--- src/rtl/bpc_pkg.sv ---
// Shared constants, FSM state type and zero-run code helper for the BPC symbol encoder.
package bpc_pkg;

    localparam int BPC_PLANE_W   = 63;
    localparam int BPC_MAX_RUN   = 16;
    localparam int BPC_CODE_W    = 64;
    localparam int BPC_READY_MAX = 58;

    localparam logic [4:0] BPC_ALL1 = 5'b00000;
    localparam logic [4:0] BPC_DBP0 = 5'b00001;
    localparam logic [4:0] BPC_TWO1 = 5'b00010;
    localparam logic [4:0] BPC_ONE1 = 5'b00011;
    localparam logic [2:0] BPC_ZERO = 3'b001;
    localparam logic [1:0] BPC_RUN  = 2'b01;
    localparam logic [0:0] BPC_RAW  = 1'b1;

    typedef enum logic {
        ST_ACTIVE,
        ST_DRAIN
    } bpc_state_e;

    // Left-aligned flush code for a run of zero planes plus its length.
    typedef struct packed {
        logic [5:0] code;
        logic [2:0] len;
    } bpc_run_code_t;

    function automatic bpc_run_code_t bpc_run_code(input logic [4:0] run);
        bpc_run_code_t rc;
        if (run == 5'd1) begin
            rc.code = {BPC_ZERO, 3'b000};
            rc.len  = 3'd3;
        end else begin
            rc.code = {BPC_RUN, 4'(run - 5'd2)};
            rc.len  = 3'd6;
        end
        return rc;
    endfunction

endpackage

--- src/rtl/bpc_symbol_classify.sv ---
// Combinational classifier: maps one DBX/DBP plane pair to a left-aligned BPC code.
// Zero planes return an empty code; the encoder decides how they are coded.
module bpc_symbol_classify
    import bpc_pkg::*;
(
    input  logic [BPC_PLANE_W-1:0] dbx,
    input  logic [BPC_PLANE_W-1:0] dbp,
    output logic [BPC_CODE_W-1:0]  code,
    output logic [6:0]             code_len,
    output logic                   is_zero
);

    logic [63:0] dbx_ext;
    logic [63:0] low_bit;
    logic [5:0]  low_idx;

    always_comb begin
        dbx_ext = {1'b0, dbx};
        // Isolate the lowest set bit; the spare top bit keeps a lone bit 62 from looking like a pair.
        low_bit = dbx_ext & (~dbx_ext + 64'd1);
        low_idx = '0;
        for (int i = BPC_PLANE_W - 1; i >= 0; i--) begin
            if (dbx[i]) begin
                low_idx = 6'(i);
            end
        end

        is_zero  = (dbx == '0);
        code     = {BPC_RAW, dbx};
        code_len = 7'd64;

        if (is_zero) begin
            code     = '0;
            code_len = '0;
        end else if (&dbx) begin
            code     = {BPC_ALL1, 59'd0};
            code_len = 7'd5;
        end else if (dbp == '0) begin
            code     = {BPC_DBP0, 59'd0};
            code_len = 7'd5;
        end else if (dbx_ext == (low_bit | (low_bit << 1))) begin
            code     = {BPC_TWO1, low_idx, 53'd0};
            code_len = 7'd11;
        end else if (dbx_ext == low_bit) begin
            code     = {BPC_ONE1, low_idx, 53'd0};
            code_len = 7'd11;
        end
    end

endmodule

--- src/rtl/bpc_symbol_encoder.sv ---
// BPC symbol encoder: classifies planes and packs the code stream MSB-first into 32-bit words.
// Zero-run coding is enabled by defining BPC_ENC_ZRL_EN; otherwise each zero plane codes as 001.
module bpc_symbol_encoder
    import bpc_pkg::*;
#(
    parameter int OUT_W = 32,
    parameter int ACC_W = 128
) (
    input  logic                   clk,
    input  logic                   rst_n,
    input  logic                   in_valid,
    output logic                   in_ready,
    input  logic [BPC_PLANE_W-1:0] in_dbx,
    input  logic [BPC_PLANE_W-1:0] in_dbp,
    input  logic                   in_last,
    output logic                   out_valid,
    input  logic                   out_ready,
    output logic [OUT_W-1:0]       out_data,
    output logic [5:0]             out_bits,
    output logic                   out_last
);

    localparam logic [7:0] WORD_BITS = 8'(OUT_W);

    bpc_state_e          state_q, state_d;
    logic [ACC_W-1:0]    acc_q, acc_d;
    logic [7:0]          fill_q, fill_d;
    logic                out_valid_q, out_valid_d;
    logic [OUT_W-1:0]    out_data_q, out_data_d;
    logic [5:0]          out_bits_q, out_bits_d;
    logic                out_last_q, out_last_d;

    logic [BPC_CODE_W-1:0] cls_code;
    logic [6:0]            cls_len;
    logic                  cls_zero;

    logic                accept;
    logic                slot_free;
    logic                draining;
    logic [ACC_W-1:0]    app_vec;
    logic [7:0]          app_len;
    logic [ACC_W-1:0]    acc_app;
    logic [7:0]          fill_app;

    bpc_symbol_classify u_classify (
        .dbx      (in_dbx),
        .dbp      (in_dbp),
        .code     (cls_code),
        .code_len (cls_len),
        .is_zero  (cls_zero)
    );

    assign in_ready  = (state_q == ST_ACTIVE) && (fill_q <= 8'(BPC_READY_MAX));
    assign accept    = in_valid && in_ready;
    assign slot_free = !out_valid_q || out_ready;
    assign draining  = (state_q == ST_DRAIN) || (accept && in_last);
    assign acc_app   = acc_q | (app_vec >> fill_q);
    assign fill_app  = fill_q + app_len;

`ifdef BPC_ENC_ZRL_EN
    logic [4:0]    run_cnt_q, run_cnt_d;
    logic [4:0]    run_next;
    bpc_run_code_t flush;
    logic          sym_on;

    // A pending zero run is flushed ahead of the current symbol's code in the same append.
    always_comb begin
        flush     = '0;
        sym_on    = 1'b0;
        run_next  = run_cnt_q + 5'd1;
        run_cnt_d = run_cnt_q;
        if (accept) begin
            if (cls_zero) begin
                if (run_next == 5'(BPC_MAX_RUN) || in_last) begin
                    flush     = bpc_run_code(run_next);
                    run_cnt_d = '0;
                end else begin
                    run_cnt_d = run_next;
                end
            end else begin
                if (run_cnt_q != '0) begin
                    flush = bpc_run_code(run_cnt_q);
                end
                sym_on    = 1'b1;
                run_cnt_d = '0;
            end
        end
        app_vec = {flush.code, {(ACC_W-6){1'b0}}};
        app_len = {5'd0, flush.len};
        if (sym_on) begin
            app_vec = app_vec | ({cls_code, {(ACC_W-BPC_CODE_W){1'b0}}} >> flush.len);
            app_len = app_len + {1'b0, cls_len};
        end
    end

    always_ff @(posedge clk or negedge rst_n) begin
        if (!rst_n) begin
            run_cnt_q <= '0;
        end else begin
            run_cnt_q <= run_cnt_d;
        end
    end
`else
    always_comb begin
        app_vec = '0;
        app_len = '0;
        if (accept) begin
            if (cls_zero) begin
                app_vec = {BPC_ZERO, {(ACC_W-3){1'b0}}};
                app_len = 8'd3;
            end else begin
                app_vec = {cls_code, {(ACC_W-BPC_CODE_W){1'b0}}};
                app_len = {1'b0, cls_len};
            end
        end
    end
`endif

    // Words are cut from the accumulator after this cycle's append, so accept and emit can overlap.
    // While draining, a remainder of 32 bits or less becomes the final word of the block.
    always_comb begin
        state_d     = state_q;
        acc_d       = acc_app;
        fill_d      = fill_app;
        out_valid_d = out_valid_q && !out_ready;
        out_data_d  = out_data_q;
        out_bits_d  = out_bits_q;
        out_last_d  = out_last_q;

        if (slot_free) begin
            if ((fill_app > WORD_BITS) || ((fill_app == WORD_BITS) && !draining)) begin
                out_valid_d = 1'b1;
                out_data_d  = acc_app[ACC_W-1 -: OUT_W];
                out_bits_d  = 6'(OUT_W);
                out_last_d  = 1'b0;
                acc_d       = acc_app << OUT_W;
                fill_d      = fill_app - WORD_BITS;
            end else if (draining && (fill_app != '0)) begin
                out_valid_d = 1'b1;
                out_data_d  = acc_app[ACC_W-1 -: OUT_W];
                out_bits_d  = fill_app[5:0];
                out_last_d  = 1'b1;
                acc_d       = '0;
                fill_d      = '0;
            end
        end

        case (state_q)
            ST_ACTIVE: begin
                if (accept && in_last) begin
                    state_d = ST_DRAIN;
                end
            end
            ST_DRAIN: begin
                if (out_valid_q && out_ready && out_last_q) begin
                    state_d = ST_ACTIVE;
                end
            end
            default: state_d = ST_ACTIVE;
        endcase
    end

    always_ff @(posedge clk or negedge rst_n) begin
        if (!rst_n) begin
            state_q     <= ST_ACTIVE;
            acc_q       <= '0;
            fill_q      <= '0;
            out_valid_q <= 1'b0;
            out_data_q  <= '0;
            out_bits_q  <= '0;
            out_last_q  <= 1'b0;
        end else begin
            state_q     <= state_d;
            acc_q       <= acc_d;
            fill_q      <= fill_d;
            out_valid_q <= out_valid_d;
            out_data_q  <= out_data_d;
            out_bits_q  <= out_bits_d;
            out_last_q  <= out_last_d;
        end
    end

    assign out_valid = out_valid_q;
    assign out_data  = out_data_q;
    assign out_bits  = out_bits_q;
    assign out_last  = out_last_q;

endmodule

--- config.mk ---
export PLATFORM = sky130hd
export DESIGN_NAME = bpc_symbol_encoder
export DESIGN_NICKNAME = d
export VERILOG_FILES = /design/src/rtl/bpc_pkg.sv /design/src/rtl/bpc_symbol_classify.sv /design/src/rtl/bpc_symbol_encoder.sv
export SDC_FILE = /design/constraint.sdc
export NUM_CORES = 1
export LEC_CHECK = 0
export ABC_AREA = 0
export CAP_MARGIN = 10
export CORE_MARGIN = 8
export CORE_UTILIZATION = 55
export CTS_CLUSTER_DIAMETER = 200
export DETAILED_ROUTE_END_ITERATION = 6
export MAX_ROUTING_LAYER = met4
export PLACE_DENSITY = 0.77
export SLEW_MARGIN = 20
export SYNTH_ARGS = -nofsm -noshare
export SYNTH_HDL_FRONTEND = slang
export SYNTH_SLANG_ARGS = --single-unit
--- constraint.sdc ---
create_clock -name clk -period 5.29 [get_ports clk]
set_input_delay 1.3225 -clock clk [delete_from_list [all_inputs] [get_ports clk]]
set_output_delay 1.3225 -clock clk [all_outputs]
set_load 0.01 [all_outputs]
==> results of run 1 <==
-- stage by stage --
step	setup WS (ns)	utilization [%]	area, sq um
after global placement	-2.67	73.5	22400
after floorplan	-1.97	-	17200
after CTS	-1.80	78.2	23800
after detailed placement	-2.87	73.5	22400
-- logic make-up after synthesis --
kind of cell,after synthesis,share of synthesized area (%)
AO/OA/AOI/OAI,753,30.6
XOR/XNOR,11,0.571
adder cells (fa/ha/maj),7,0.564
buffers and inverters,283,6.51
flip-flops,177,26.3
multiplexers,137,10.9
AND/OR/NAND/NOR,848,24.6
-- timing repair --
item | 4_1_cts
hold buffers | 0
endpoints found under the setup margin | 176
gates cloned | 6
pin swaps | 45
buffers inserted | 29
gates resized for setup | 151
-- per-layer routing --
metal	overflow	track usage, %
met1	0	66.8
met2	9	79.2
met3	0	48.9
met4	10	50.4
met5	-	-
==> impl_metrics.csv, run 1 <==
group,metric,value,unit
global_routing,grt_max_degree,98,
synth,ys_ff_latch,177,
sta,worstEndpointGrtRepair,"acc_q[92]$_DFF_PN0_/D",
floorplan,num_rows,64,
synth,synth_largest_area_cell,"dfrtp_1",
sta,worst_endpoint_kind,"register data pin",
run_status,error_line,"[ERROR GRT-0232] Routing congestion too high. Check the congestion heatmap in the GUI.",
synth,synth_most_common_cell,"nor2_1",
floorplan,start_util,55.4,%
run_status,outcome,"aborted with a tool error",
cts,cts_num_sinks,177,
synth,synth.avg_cell_area,7.61,sq um
synth,yosysTopAreaCellShare,26.3,%
run_status,haltStage,"global routing",
global_routing,globalRouteOverflowTotal,19,
place,dp_hpwl,61.1,mm
synth,ys_warn_count,0,
cts,root_buffer,"clkbuf_16",
cts,cts-htree-levels,4,
synth,async_reset_ff_share,100,%
floorplan,die_x,191,um
synth,synthesis.nets,2354,
synth,synthFlopType,"dfrtp_1",
synth,synth-edff-count,0,
cts,clock_path_buffers,2,
floorplan,ioPinCount,172,
place,gp_congestion,1.04,
cts,numCtsBuffers,17,
synth,syn_inst,2216,
synth,yosys-top-cells-count,"nor2_1, nand2_1, clkbuf_1",
floorplan,dieHeight,191,um
synth,synth_area_leaders,"dfrtp_1, nor2_1, a21oi_1",
place,dp.cells,3072,
synth,synth.distinct_cells,90,
synth,netlist_area,16900,sq um
global_routing,grt_use_total,64.3,%
place,portBuffers,171,
synth,ys_seq_area_share,26.3,%
==> run 2, diff against run 1 <==
--- a/config.mk
+++ b/config.mk
@@ -8,11 +8,9 @@
 export ABC_AREA = 0
 export CAP_MARGIN = 10
 export CORE_MARGIN = 8
-export CORE_UTILIZATION = 55
-export CTS_CLUSTER_DIAMETER = 200
+export CORE_UTILIZATION = 40
 export DETAILED_ROUTE_END_ITERATION = 6
-export MAX_ROUTING_LAYER = met4
-export PLACE_DENSITY = 0.77
+export PLACE_DENSITY_LB_ADDON = 0.15
 export SLEW_MARGIN = 20
 export SYNTH_ARGS = -nofsm -noshare
 export SYNTH_HDL_FRONTEND = slang
==> run 2 against run 1 <==
Compared with the run above: the flow now finishes, with violations (negative setup slack); synthesized area unchanged; synthesized cell count unchanged.
==> impl_metrics.csv, run 2 <==
group,metric,value,unit
run_status,outcome,"complete, but fails checks",
run_status,violations,"negative setup slack",
sta,rsz0062_at_grt,"true",
sta,hold_slack,0.487,ns
cts,numCtsBuffers,17,
sta,slew_headroom,27.6,%
global_routing,grt_pass1_vias,21500,
cts,clock_path_buffers,2,
global_routing,antenna_found_initial,3,
synth,synth_most_common_cell,"nor2_1",
critical_path,critPathTopFamily,"simple AND/OR/NAND/NOR gates",
critical_path,required,5.62,ns
critical_path,r2r_end,"acc_q[67]",
sta,finalWorstSetupSlack,-1.70,ns
global_routing,grt_max_degree,113,
sta,setup_viol,176,
layout,largest_reg_flops,128,
cts,cts-htree-levels,4,
routing,first_pass_iters,6,
global_routing,grt_pass1_wl,134,mm
routing,drt_first_iter_violations,3210,
critical_path,cpMaxStageDelayCell,"or4_4",
layout,n_antenna_cell,0,
sta,fin_skew,0.0110,ns
synth,async_reset_ff_share,100,%
cts,clock_latency,0.45,ns
cts,root_buffer,"clkbuf_16",
layout,utilization,62.0,%
sta,layout_min_cycle_time,6.99,ns
power_and_ir_drop,power_density,385,nW/um^2
floorplan,die_x,221,um
power_and_ir_drop,ir_drop,338,uV
routing,wl,90.4,mm
place,dp.cells,3243,
routing,wl_per_cell,26.9,um
min_path,hold_path_end,"out_data[19]",
cts,cts_num_sinks,177,
synth,synth_largest_area_cell,"dfrtp_1",
place,dp_hpwl,66.0,mm
floorplan,core_area,41800,sq um
synth,netlist_area,16900,sq um
cts,cts_tree,"yes",
place,gp_congestion,1.01,
floorplan,ioPinCount,172,
global_routing,grt_use_total,35.1,%
routing,ant_nets,0,
synth,synth.avg_cell_area,7.61,sq um
power_and_ir_drop,p_leak,10.9,nW
cts,clk_pin_slew,0.07,ns
critical_path,arrival,7.32,ns
synth,syn_inst,2216,
critical_path,reg2reg_depth,17,
routing,route.detailed.drc,0,
cts,holdBufCountCts,0,
routing,vias_per_cell,6.57,
routing,route.vias.total,22100,
synth,synth.distinct_cells,90,
synth,ys_seq_area_share,26.3,%
layout,finalInstanceArea,25900,sq um
floorplan,dieHeight,221,um
place,dp_slack,-2.65,ns
sta,period_share,132,%
synth,synthesis.nets,2354,
layout,top_register,"acc_q",
floorplan,dieArea,49000,sq um
critical_path,cp-end-kind,"register",
floorplan,start_util,40.4,%
critical_path,crit_path_start_kind,"input port",
synth,ys_warn_count,0,
critical_path,critPathMostFrequentCell,"or4_4",
sta,tns,-262.61,ns
place,dpl_cell_area,22800,sq um
job,maxCapViolCount,0,
layout,final_common_cell,"buf_4",
min_path,min_path_type,"register to register",
sta,hold_viol,0,
critical_path,r2r_setup_slack,1.25,ns
synth,yosysTopAreaCellShare,26.3,%
synth,synth_area_leaders,"dfrtp_1, nor2_1, a21oi_1",
synth,synthFlopType,"dfrtp_1",
critical_path,cp_max_fo,7,
min_path,whs_path_depth,2,
layout,final_cell_mix,"buf_4, nor2_1, nand2_1",
synth,synth-edff-count,0,
layout,nNetsFinal,2946,
synth,yosys-top-cells-count,"nor2_1, nand2_1, clkbuf_1",
critical_path,max_stage_delay,0.68,ns
critical_path,timing.rr.start,"fill_q[5]",
critical_path,crit_type,"input port to register",
sta,slew_viol_final,0,
layout,drive_gt1_share,35.3,%
global_routing,globalRouteOverflowTotal,0,
critical_path,critPathBufInv,3,
min_path,hp-start,"out_data[19]",
power_and_ir_drop,power.total,9.97,mW
floorplan,num_rows,75,
layout,syn_to_final_growth,53.4,%
sta,fmax,143,MHz
place,portBuffers,171,
sta,worst_slew_pin_slew,1.09,ns
synth,ys_ff_latch,177,
layout,layout.cells.non_filler,3360,
run 2: cell counts after synthesis:
Identical to the previous run, type by type.
run 2: area by class of cell:
cell class                      instances  area [sq um]
Clock buffer                           24           492
Inverter                               56           210
Sequential cell                       177          4440
Tap cell                              539           674
Clock inverter                          8           104
Fill cell                            3664         15900
Multi-Input combinational cell       1757         12800
Timing Repair Buffer                  799          7150
run 2: layer usage:
layer  part of all wire, %  vias up  global-route usage, %
met5                 0.011        -                      0
met4                   3.0        2                   10.2
met3                    12      206                   10.9
met2                    43     1379                   52.1
met1                    42    10800                   48.3
li1                      -     9682                      -
run 2: how the worst max path moves through the flow:
stage	start	endpoint	slack, ns	depth (start not counted)
CTS	in_dbx[10]	acc_q[100]	-1.56	30
global placement	in_dbx[8]	acc_q[100]	-2.59	26
detailed placement	in_dbx[8]	acc_q[113]	-2.65	27
finish	in_dbx[3]	acc_q[113]	-1.70	27
floorplan	in_dbx[1]	acc_q[100]	-1.97	30
global route	in_dbx[3]	acc_q[112]	-1.87	27
run 2: worst reg2reg max path: stages, from the launching register on:
cell	delay [ns]
dfrtp_2	0.36
inv_2	0.12
o31a_1	0.36
nand2_1	0.15
nor2_1	0.08
nand2_1	0.13
buf_4	0.13
nor2_1	0.08
nand2_1	0.14
o22ai_1	0.08
a211oi_1	0.48
nand3_1	0.30
a221oi_1	0.42
buf_4	0.19
mux2i_1	0.08
a2111oi_0	0.53
buf_4	0.21
o32ai_2	0.08
run 2: kinds of logic (layout without fill, tap and decap cells):
group / after synthesis / in the layout / share of synthesized area [%]
compound gates: 753 / 753 / 30.6
simple gates: 848 / 849 / 24.6
fa+ha+maj: 7 / 7 / 0.564
flops: 177 / 177 / 26.3
mux: 137 / 137 / 10.9
xor+xnor: 11 / 11 / 0.571
buf+inv: 283 / 887 / 6.51
run 2: power by group:
| part | internal (mW) | total, mW | switching (mW) |
|---|---|---|---|
| logic | 3.13 | 6.68 | 3.55 |
| clock network | 0.747 | 1.31 | 0.563 |
| registers | 1.74 | 1.98 | 0.232 |
run 2: timing repair:
action / in CTS / in global routing
resized for setup: 223 / 195
pin swaps: 74 / 54
endpoints found under the setup margin: 176 / 176
buffers inserted: 47 / 28
gates cloned: 13 / 4
No activity file was read; power rests on OpenSTA's default activity.
==> run 3, diff against run 2 <==
--- a/config.mk
+++ b/config.mk
@@ -10,6 +10,7 @@
 export CORE_MARGIN = 8
 export CORE_UTILIZATION = 40
 export DETAILED_ROUTE_END_ITERATION = 6
+export HOLD_SLACK_MARGIN = 0.05
 export PLACE_DENSITY_LB_ADDON = 0.15
 export SLEW_MARGIN = 20
 export SYNTH_ARGS = -nofsm -noshare
==> results of run 3 <==
No change in the layout: final DEF, timing and power equal those of run 2.
